**config.mk**
```make
export PLATFORM = sky130hd
export DESIGN_NAME = ctz_seq_unit
export DESIGN_NICKNAME = d
export VERILOG_FILES = /design/src/rtl/ctz_seq_unit.sv
export SDC_FILE = /design/constraint.sdc
export NUM_CORES = 1
export LEC_CHECK = 0
export CORE_MARGIN = 3
export CORE_UTILIZATION = 39
export DETAILED_ROUTE_END_ITERATION = 16
export HOLD_SLACK_MARGIN = 0.02
export PLACE_DENSITY = 0.73
export SETUP_SLACK_MARGIN = 0.5
export SLEW_MARGIN = 15
export SYNTH_ARGS = -nofsm -noshare
export SYNTH_HDL_FRONTEND = slang
export SYNTH_SLANG_ARGS = --single-unit
```
**constraint.sdc**
```tcl
create_clock -name clk -period 2.7 [get_ports clk]
set_input_delay 0.405 -clock clk [delete_from_list [all_inputs] [get_ports clk]]
set_output_delay 0.405 -clock clk [all_outputs]
set_load 0.005 [all_outputs]
```
**src/rtl/ctz_seq_unit.sv**
```systemverilog
// Sequential count-trailing-zeros, SCAN_W bits/cycle; result NCHUNK+1 cycles after accept, held until out_ready.
// CTZ_EARLY_EXIT_EN: leave SCAN as soon as the first set bit is found (same results, shorter latency).
module ctz_seq_unit #(
  parameter int DATA_WIDTH = 32,
  parameter int SCAN_W     = 4
) (
  input  logic                          clk,
  input  logic                          rst,
  input  logic                          in_valid,
  output logic                          in_ready,
  input  logic [DATA_WIDTH-1:0]         in_data,
  output logic                          out_valid,
  input  logic                          out_ready,
  output logic [$clog2(DATA_WIDTH):0]   out_count,
  output logic                          out_zero,
  output logic                          busy
);

  localparam int NCHUNK = DATA_WIDTH / SCAN_W;
  localparam int CNT_W  = $clog2(DATA_WIDTH) + 1;
  localparam int IDX_W  = (NCHUNK > 1) ? $clog2(NCHUNK) : 1;

  typedef enum logic [1:0] {IDLE, SCAN, DONE} state_t;

  state_t                state;
  logic [DATA_WIDTH-1:0] shreg;
  logic [CNT_W-1:0]      cnt;
  logic                  found;
  logic [IDX_W-1:0]      idx;

  logic [SCAN_W-1:0]     chunk;
  logic [CNT_W-1:0]      low_pos;
  logic [CNT_W-1:0]      cnt_nxt;
  logic                  found_nxt;
  logic                  last_chunk;
  logic                  scan_exit;

  assign in_ready   = (state == IDLE) && !rst;
  assign chunk      = shreg[SCAN_W-1:0];
  assign last_chunk = (idx == IDX_W'(NCHUNK - 1));

  // Descending walk so the lowest set bit wins.
  always_comb begin
    low_pos = '0;
    for (int i = SCAN_W - 1; i >= 0; i--) begin
      if (chunk[i]) low_pos = CNT_W'(i);
    end
  end

  always_comb begin
    cnt_nxt   = cnt;
    found_nxt = found;
    if (!found) begin
      if (chunk != '0) begin
        cnt_nxt   = cnt + low_pos;
        found_nxt = 1'b1;
      end else begin
        cnt_nxt   = cnt + CNT_W'(SCAN_W);
      end
    end
  end

`ifdef CTZ_EARLY_EXIT_EN
  assign scan_exit = last_chunk || found_nxt;
`else
  assign scan_exit = last_chunk;
`endif

  always_ff @(posedge clk) begin
    if (rst) begin
      state     <= IDLE;
      out_valid <= 1'b0;
      out_count <= '0;
      out_zero  <= 1'b0;
      busy      <= 1'b0;
      shreg     <= '0;
      cnt       <= '0;
      found     <= 1'b0;
      idx       <= '0;
    end else begin
      case (state)
        IDLE: begin
          if (in_valid && in_ready) begin
            shreg <= in_data;
            cnt   <= '0;
            found <= 1'b0;
            idx   <= '0;
            busy  <= 1'b1;
            state <= SCAN;
          end
        end
        SCAN: begin
          shreg <= shreg >> SCAN_W;
          idx   <= idx + 1'b1;
          cnt   <= cnt_nxt;
          found <= found_nxt;
          if (scan_exit) begin
            out_valid <= 1'b1;
            out_count <= cnt_nxt;
            out_zero  <= !found_nxt;
            state     <= DONE;
          end
        end
        DONE: begin
          if (out_ready) begin
            out_valid <= 1'b0;
            busy      <= 1'b0;
            state     <= IDLE;
          end
        end
        default: state <= IDLE;
      endcase
    end
  end

endmodule
```
After elaboration in Yosys (flattened, before gate mapping)
Index checks and enable logic that the tools add are counted.
{"block": "word_totals", "regBits": 53, "out_inout_bits": 10, "wordCells": 57}
{"block": "op_classes", "n_addsub": 3, "n_eq_ne": 6, "mux": 25, "reduce_logical": 14}
{"cell": "$pmux W32 S2", "n": 1}
{"cell": "$mux W32", "n": 1}
{"cell": "$mux W6", "n": 5}
{"cell": "$pmux W6 S2", "n": 1}
{"cell": "$mux W2", "n": 5}
{"cell": "$reduce_and A3 Y1", "n": 3}
{"cell": "$add A6 B3 Y6 const B", "n": 1}
{"cell": "$add A6 B6 Y6", "n": 1}
{"cell": "$mux W1", "n": 6}
{"cell": "$pmux W1 S2", "n": 3}
{"cell": "$pmux W2 S3", "n": 1}
{"cell": "$pmux W3 S2", "n": 1}
{"cell": "$reduce_bool A2 Y1", "n": 3}
{"cell": "$ne A2 B2 Y1 const B", "n": 2}
{"cell": "$reduce_and A2 Y1", "n": 2}
{"cell": "$reduce_bool A4 Y1", "n": 1}
{"cell": "$add A3 B1 Y3 const B", "n": 1}
{"cell": "$eq A3 B3 Y1 const B", "n": 1}
{"cell": "$mux W3", "n": 1}
{"cell": "$eq A2 B1 Y1 const B", "n": 1}
{"cell": "$eq A2 B2 Y1 const B", "n": 1}
{"cell": "$logic_and A1 B1 Y1", "n": 2}
{"cell": "$logic_not A1 Y1", "n": 2}
{"cell": "$logic_not A2 Y1", "n": 1}
{"cell": "$ne A2 B1 Y1 const B", "n": 1}

Depth between registers and ports, before layout
Gate-level depths: netlist of the first run.
{"block": "logic_depth", "word_depth": 8, "mapped_depth": 8, "ltp_nobuf": 8}

Worst setup path before layout of the first run
No wires, ideal clock.
{"block": "synth_timing", "kind": "reg-to-reg", "start": "register shreg[2]", "end": "register cnt[3]", "arrival_time_ps": 1794, "path_slack_ps": 800, "stages_incl_launch_ff": 8, "n_path_buf": 0, "period_less_slack_ps": 1900, "path_cell_list": "dfxtp_1 > nor2_1 > nor3_1 > ha_1 > a21oi_1 > nor2_1 > or4_1 > o311ai_0"}
{"block": "synth_between", "elab_chain_cells": 7}
{"item": "from (decl)", "line_no": "26", "text": "logic [DATA_WIDTH-1:0] shreg;"}
{"item": "from (signal assigned)", "line_no": "84", "text": "shreg <= in_data;"}
{"item": "from (signal assigned)", "line_no": "93", "text": "shreg <= shreg >> SCAN_W;"}
{"item": "$mux W2", "line_no": "46", "text": "if (chunk[i]) low_pos = CNT_W'(i);"}
{"item": "$mux W6 (2 in a row)", "line_no": "46"}
{"item": "$add A6 B6 Y6", "line_no": "55", "text": "cnt_nxt = cnt + low_pos;"}
{"item": "$mux W6 *", "line_no": "54", "text": "if (chunk != '0) begin"}
{"item": "$mux W6 *", "line_no": "53", "text": "if (!found) begin"}
{"item": "$pmux W6 S2 *", "line_no": "81", "text": "case (state)"}
{"item": "to (signal assigned)", "line_no": "95", "text": "cnt <= cnt_nxt;"}
{"item": "to (decl)", "line_no": "27", "text": "logic [CNT_W-1:0] cnt;"}
Mark *: on every way between the ends. The rest lies on a longest branch, timed or not.
A chain may end at the register's enable or synchronous reset.

Final worst setup path of the first run
{"block": "layout_timing", "start": "register shreg[2]", "end": "register out_count[4]"}
{"block": "layout_between", "elab_chain_cells": 6}
{"item": "$mux W2", "line_no": "46"}
{"item": "$mux W6 (2 in a row)", "line_no": "46"}
{"item": "$add A6 B6 Y6", "line_no": "55"}
{"item": "$mux W6 *", "line_no": "54"}
{"item": "$mux W6 *", "line_no": "53"}
{"item": "to (signal assigned)", "line_no": "99", "text": "out_count <= cnt_nxt;"}
{"item": "to (decl)", "line_no": "14", "text": "output logic [$clog2(DATA_WIDTH):0] out_count,"}
Marks and branches as above.

==> key figures, run 1 <==
Outcome
  • Status: completed

Min path
  • Worst hold path startpoint: rst
  • HP Class: in2reg
  • Hold Path Cell Cnt: 2
  • Hold Path Sink: busy

Setup path
  • Slowest-stage cell, CP: dfxtp_1
  • Worst setup SP type: flop
  • CP required: 2.92 ns
  • Worst R2R Start: shreg[2]
  • Crit path DAT: 2.25 ns
  • Crit path max fanout: 5
  • Worst r2r dst: out_count[4]
  • CP max stage delay: 0.44 ns
  • CP startpoint: shreg[2]
  • Critical Path Sink Type: flop
  • R2R depth: 8
  • Worst Path Class, Setup: reg2reg
  • Sequence of cells on the critical path: inv_1 > a21oi_1 > nor2_1 > ha_1 > fa_1 > o21ai_0 > xor2_1 > a211oi_1
  • FF-to-FF setup slack: 0.67 ns

Timing
  • # setup viols final: 0
  • Crit share post-route: 75.0%
  • Achievable Freq: 494 MHz
  • Worst clock skew: 0.00566 ns
  • Max-slew violation count: 0
  • Unrepaired setup endpoints after global routing: false
  • Final hold violation count: 0
  • Setup TNS: 0 ns
  • Fin crit period: 2.03 ns
  • Slew headroom: 52.8%
  • Actual slew at the worst max-slew pin: 0.707 ns

Run
  • Max_cap viols: 0

Synthesis
  • Post-synth top area share: 43.2%
  • Yosys warning count: 0
  • Syn avg cell area: 7.94 um2
  • Netlist cell types: 36
  • Cells after Synth: 309
  • Post-Syn Area: 0.00245 mm2
  • Syn nets: 351
  • Cell accounting for the most synthesized area: dfxtp_1
  • Top cells by area, synth: dfxtp_1, nand2_1, a311oi_1, nor2_1, a21oi_1
  • FF+latch count, synth: 53
  • Sequential area share after synthesis: 43.2%

Final layout
  • Fillers: 592
  • Ratio of cells with drive above 1 in the final layout: 6.10%
  • Multi-input gate area: 0.00128 mm2
  • Nets: 385
  • Area delta synth->final: 23.8%
  • Antenna diode instance count: 0
  • FF/Latch Area: 0.00106 mm2

Die
  • Die Ht: 85.3 um
  • Rows: 28
  • Die X: 85.3 um
  • Initial core utilization: 41.0%
  • Top Ports: 46
  • Core ar.: 0.00599 mm2
  • Die area: 0.00728 mm2

CTS
  • CTS tree: yes
  • Hold buffer count at CTS: 0
  • Later-pin clock latency in the skew report: 0.30 ns
  • Max Root-Sink Buffers: 2
  • H-tree depth: 2
  • Post-CTS resize count: 0
  • Post-CTS Setup Repair Bufs: 0
  • CTS sink cnt: 53
  • Total CTS buffers: 5
  • Root buffer cell: clkbuf_8
  • Clock slew at reported path FFs: 0.09 ns

Pwr
  • Leakage power total: 1.08 nW
  • Final Power: 1.60 mW
  • Power per Cell Area: 526 mW/mm2
  • VDD IR max: 0.000229 V

Global routing
  • Total grt overflow: 0
  • First-pass GRT wire length: 9070 um
  • All-Layer GR Usage: 14.8%
  • Largest net degree at the start of global routing: 46
  • Initial antenna violation count: 0
  • Number of global-route vias before repair: 2075

Place
  • Placer Congestion: 0.855
  • DP HPWL: 3500 um
  • Input/output buffers: 45

Routing
  • DRC errors left: 0
  • Routed WL: 5150 um
  • Via density: 5.26
  • DR WL/cell: 12.3 um
  • Pre-antenna DRT Iters: 4
  • Vias: 2203
  • Initial DRC count: 141
  • Post-DRT Antenna Nets: 0
## how the worst max path moves through the flow
| stage | end | slack, ns | cells past startpoint |
|---|---|---|---|
| floorplan | cnt[3] | 0.80 | 7 |
| global placement | cnt[3] | 0.70 | 7 |
| detailed placement | cnt[3] | 0.64 | 7 |
| CTS | cnt[3] | 0.61 | 7 |
| global route | out_count[4] | 0.54 | 8 |
| finish | out_count[4] | 0.67 | 8 |
## synthesized netlist by cell type (all sizes together)
| master | n |
|---|---|
| ha | 5 |
| nand3 | 3 |
| nor2 | 46 |
| nand2 | 78 |
| nand3b | 2 |
| fa | 1 |
| a31oi | 1 |
| o21a | 1 |
| xor2 | 3 |
| o21ai | 8 |
| or4 | 3 |
| a22oi | 1 |
| o311ai | 1 |
| a211o | 1 |
| nor4 | 2 |
| a21oi | 19 |
| a211oi | 4 |
| dfxtp | 53 |
| o21ba | 1 |
| nor2b | 3 |
| clkbuf | 14 |
| or3 | 2 |
| o211ai | 1 |
| nor3 | 5 |
| nor4b | 1 |
| buf | 10 |
| o31ai | 1 |
| o21bai | 2 |
| inv | 3 |
| nand2b | 4 |
| a311oi | 30 |
## logic make-up after synthesis
logic type                 count (synthesis)  share of synthesized area [%]
xor gates and xnor gates                   3                           1.07
AOI/OAI and AO/OA                         71                           20.6
DFF                                       53                           43.2
adders and majority gates                  6                           3.36
buffers and inverters                     27                           5.40
and+or+nand+nor                          149                           26.3
## final cells by class
cell class | count | share of cell area [%]
tap | 75 | 3.09
timing repair buffer | 51 | 16.6
clock buffer | 6 | 2.39
sequential | 53 | 34.9
multi-input combinational | 229 | 42.2
inverter | 3 | 0.371
clock inverter | 2 | 0.494
## routing by layer
metal	global-route usage (%)	vias up	routed length, um
met3	3.01	7	258
met4	4.89	0	72
met1	19.6	1000	2440
met2	24.1	49	2380
met5	0	-	0
li1	-	1147	-
## per-stage QoR
step / utilization (%) / instances / hold slack [ns] / setup slack, ns / instance area, um2
floorplan: - / 309 / 0.437 / 0.800 / 2450
global placement: 49.1 / 411 / 0.445 / 0.701 / 2940
detailed placement: 49.1 / 411 / 0.454 / 0.639 / 2940
CTS: 50.6 / 419 / 0.432 / 0.611 / 3030
global route: 50.7 / 419 / 0.443 / 0.542 / 3040
finish: 50.7 / 419 / 0.445 / 0.674 / 3040
## critical path: cells and delay by family, from the launching register on
kind            cells  cell delay, ns
compound gates      3            0.66
fa+ha+maj           2            0.61
flops               1            0.44
xor+xnor            1            0.11
buf+inv             1            0.06
simple gates        1            0.05
## placed cells by master, fill, tap and decap left out, types with 2 or more instances in the layout
master	Yosys	final
nand3b_1	2	2
a311oi_1	30	30
inv_1	3	3
dfxtp_1	53	53
or3_1	2	2
clkdlybuf4s50_1	0	44
nor3_1	5	4
nand2b_1	4	3
nand3_1	3	3
clkbuf_8	0	5
a211oi_1	4	4
or4_1	2	2
nor2_1	46	46
nor2b_1	3	3
a21oi_1	19	19
clkinvlp_4	0	2
buf_4	3	5
nand2_1	78	78
ha_1	5	5
o21ai_0	8	8
xor2_1	3	3
## registers in the layout (all words and copies together), names as in the netlist
signal	flops
found	1
busy	1
out_zero	1
idx	3
out_count	6
shreg	32
state	2
out_valid	1
cnt	6
## report_power, final
group | total (mW) | internal (mW) | switching (mW)
logic | 0.281 | 0.136 | 0.146
registers | 0.875 | 0.834 | 0.0419
clock network | 0.442 | 0.183 | 0.259
total | 1.60 | 1.15 | 0.447
Power figures use the tool's default switching activity.
==> run 2, diff against run 1 <==
Settings changed: PLACE_DENSITY 0.73 to 0.75.
Clock period 2.7 ns to 1.7 ns, I/O delays scaled along.
==> run 2 against run 1 <==
  * The run now ends with setup timing left
  * Count of clock-buffer cells in the layout did not move
  * Wire length rose by 22%
  * Non-clock buffer count rose by 27
  * Worst hold slack got worse by 0.17 ns
  * Critical path depth rose by 1
  * Sequential share of layout area fell by 4.3 points
  * First-iteration DRC count rose by 32%
  * Clock power rose by 96%
  * Worst setup slack got worse by 0.78 ns
  * Via count rose by 9.6%
==> key figures, run 2 (synthesis results as in run 1) <==
Setup path
  • Family with the most delay on the worst path: simple AND/OR/NAND/NOR gates
  • CP max stage delay: 0.53 ns (+0.09 ns)
  • Worst Path Class, Setup: reg2reg
  • Critical Path Sink Type: flop
  • Worst setup SP type: flop
  • CP required: 1.92 ns (-1.00 ns)
  • Crit path DAT: 2.03 ns (-0.22 ns)
  • Slowest-stage cell, CP: or4_1
  • Crit path max fanout: 4 (-1)
  • Sequence of cells on the critical path: inv_2 > a21oi_2 > nor2_1 > ha_2 > buf_6 > a21oi_4 > nor2_2 > or4_1 > o31ai_1
  • Buffers plus inverters on the worst setup path: 2 (+1)

Place
  • Pre-CTS setup slack: -0.149 ns (-0.788 ns)
  • Placer Congestion: 0.810 (-5.2%)
  • Input/output buffers: 45 (unchanged)
  • DP Cell Count: 421 (+2.4%)
  • DP HPWL: 3760 um (+7.5%)

Final layout
  • Largest register FFs: 32 (unchanged)
  • Area delta synth->final: 44.8%
  • Antenna diode instance count: 0 (unchanged)
  • Nets: 412 (+7.0%)
  • Largest registers: shreg: 32 flops, cnt: 6 flops, out_count: 6 flops
  • Layout Cells excl Fill: 446 (+6.4%)
  • Ratio of cells with drive above 1 in the final layout: 26.1% (+20 points)
  • Finished Core Util: 59.3% (+8.6 points)
  • Largest Register: shreg
  • Commonest non-fill, non-tap cell in the layout: nand2_1
  • Commonest cells after routing, fill and taps aside: nand2_1, nor2_1, dfxtp_1
  • Fillers: 525 (-11%)

Die
  • Core ar.: 0.00599 mm2 (unchanged)
  • Die area: 0.00728 mm2 (unchanged)
  • Rows: 28 (unchanged)
  • Initial core utilization: 41.0% (unchanged)
  • Die Ht: 85.3 um (unchanged)
  • Top Ports: 46 (unchanged)
  • Die X: 85.3 um (unchanged)

Min path
  • HP Class: in2reg

CTS
  • H-tree depth: 2 (unchanged)
  • Total CTS buffers: 5 (unchanged)
  • CTS sink cnt: 53 (unchanged)
  • Root buffer cell: clkbuf_8
  • Max Root-Sink Buffers: 2 (unchanged)
  • Clock slew at reported path FFs: 0.10 ns (about the same)
  • Later-pin clock latency in the skew report: 0.30 ns (about the same)
  • CTS tree: yes

Pwr
  • Final Power: 2.96 mW (+85%)
  • Power per Cell Area: 832 mW/mm2 (+58%)
  • Leakage power total: 1.32 nW (+22%)
  • VDD IR max: 0.000497 V (+120%)

Routing
  • Vias: 2414 (+9.6%)
  • Pre-antenna DRT Iters: 5 (+1)
  • DRC errors left: 0 (unchanged)
  • Via density: 5.41 (+2.9%)
  • Initial DRC count: 186 (+32%)
  • Routed WL: 6290 um (+22%)
  • DR WL/cell: 14.1 um (+15%)
  • Post-DRT Antenna Nets: 0 (unchanged)

Global routing
  • All-Layer GR Usage: 16.0% (+1.2 points)
  • Largest net degree at the start of global routing: 53 (+15%)
  • Number of global-route vias before repair: 2110 (+1.7%)
  • Initial antenna violation count: 0 (unchanged)
  • First-pass GRT wire length: 9580 um (+5.6%)
  • Total grt overflow: 0 (unchanged)

Outcome
  • Violated checks: setup timing
  • Status: finished, violations left

Timing
  • Slew headroom: 72.2% (+19 points)
  • Worst clock skew: 0.00390 ns (-0.00176 ns)
  • Crit share post-route: 106% (+31 points)
  • Max-slew violation count: 0 (unchanged)
  • Unrepaired setup endpoints after global routing: true
  • Setup TNS: -0.384 ns (-0.384 ns)
  • Achievable Freq: 553 MHz (+12%)
  • Final hold violation count: 0 (unchanged)
  • PnR worst setup slack: -0.109 ns (-0.783 ns)
  • Fin crit period: 1.81 ns (-0.217 ns)
  • # setup viols final: 7 (+7)
  • Actual slew at the worst max-slew pin: 0.416 ns (-0.291 ns)

Run
  • Max_cap viols: 0 (unchanged)
run 2: power breakdown:
part	switching (mW)	internal [mW]
Combinational	0.327	0.367
Sequential	0.0722	1.33
Clock	0.423	0.443
Total	0.822	2.14
run 2: stage by stage:
stage	instance area [um2]	hold slack (ns)
final	3550	0.279
after detailed placement	3080	0.451
after floorplan	2540	0.391
after CTS	3320	0.272
after global placement	3080	0.447
after global routing	3550	0.289
run 2: layout make-up:
type                       instances  area [um2]  area share [%]
inverter                           3        11.3           0.317
clock buffer                       6        72.6            2.04
clock inverter                     2        38.8            1.09
multi-input combinational        229        1470            41.2
timing repair buffer              78         785            22.1
tap                               75        93.8            2.64
sequential                        53        1090            30.6
run 2: worst paths after layout:
| check | startpoint | end | depth (start not counted) | slack, ns |
|---|---|---|---|---|
| setup / recovery | shreg[2] | out_count[3] | 9 | -0.11 |
| setup reg to reg | shreg[2] | out_count[3] | 9 | -0.11 |
| hold / removal | rst | state[1] | 2 | 0.28 |
| hold reg to reg | shreg[29] | shreg[29] | 2 | 0.46 |
run 2: routing by layer:
layer	global-route usage, %	vias to the layer above	routed length, um	share of wire (%)
met5	0	-	0	0
met4	3.45	0	59	0.94
met3	4.56	7	304	4.8
met2	26.8	62	3060	49
met1	20.4	1143	2870	46
li1	-	1202	-	-
run 2: timing repair:
| item | 4_1_cts | 5_1_grt |
|---|---|---|
| endpoints found under the setup margin | 60 | 51 |
| gates cloned | 0 | 2 |
| setup buffers | 7 | 8 |
| hold buffers | 0 | 0 |
| pin swaps | 14 | 10 |
| gates resized for setup | 46 | 22 |
| endpoints found under the hold margin | 0 | 0 |
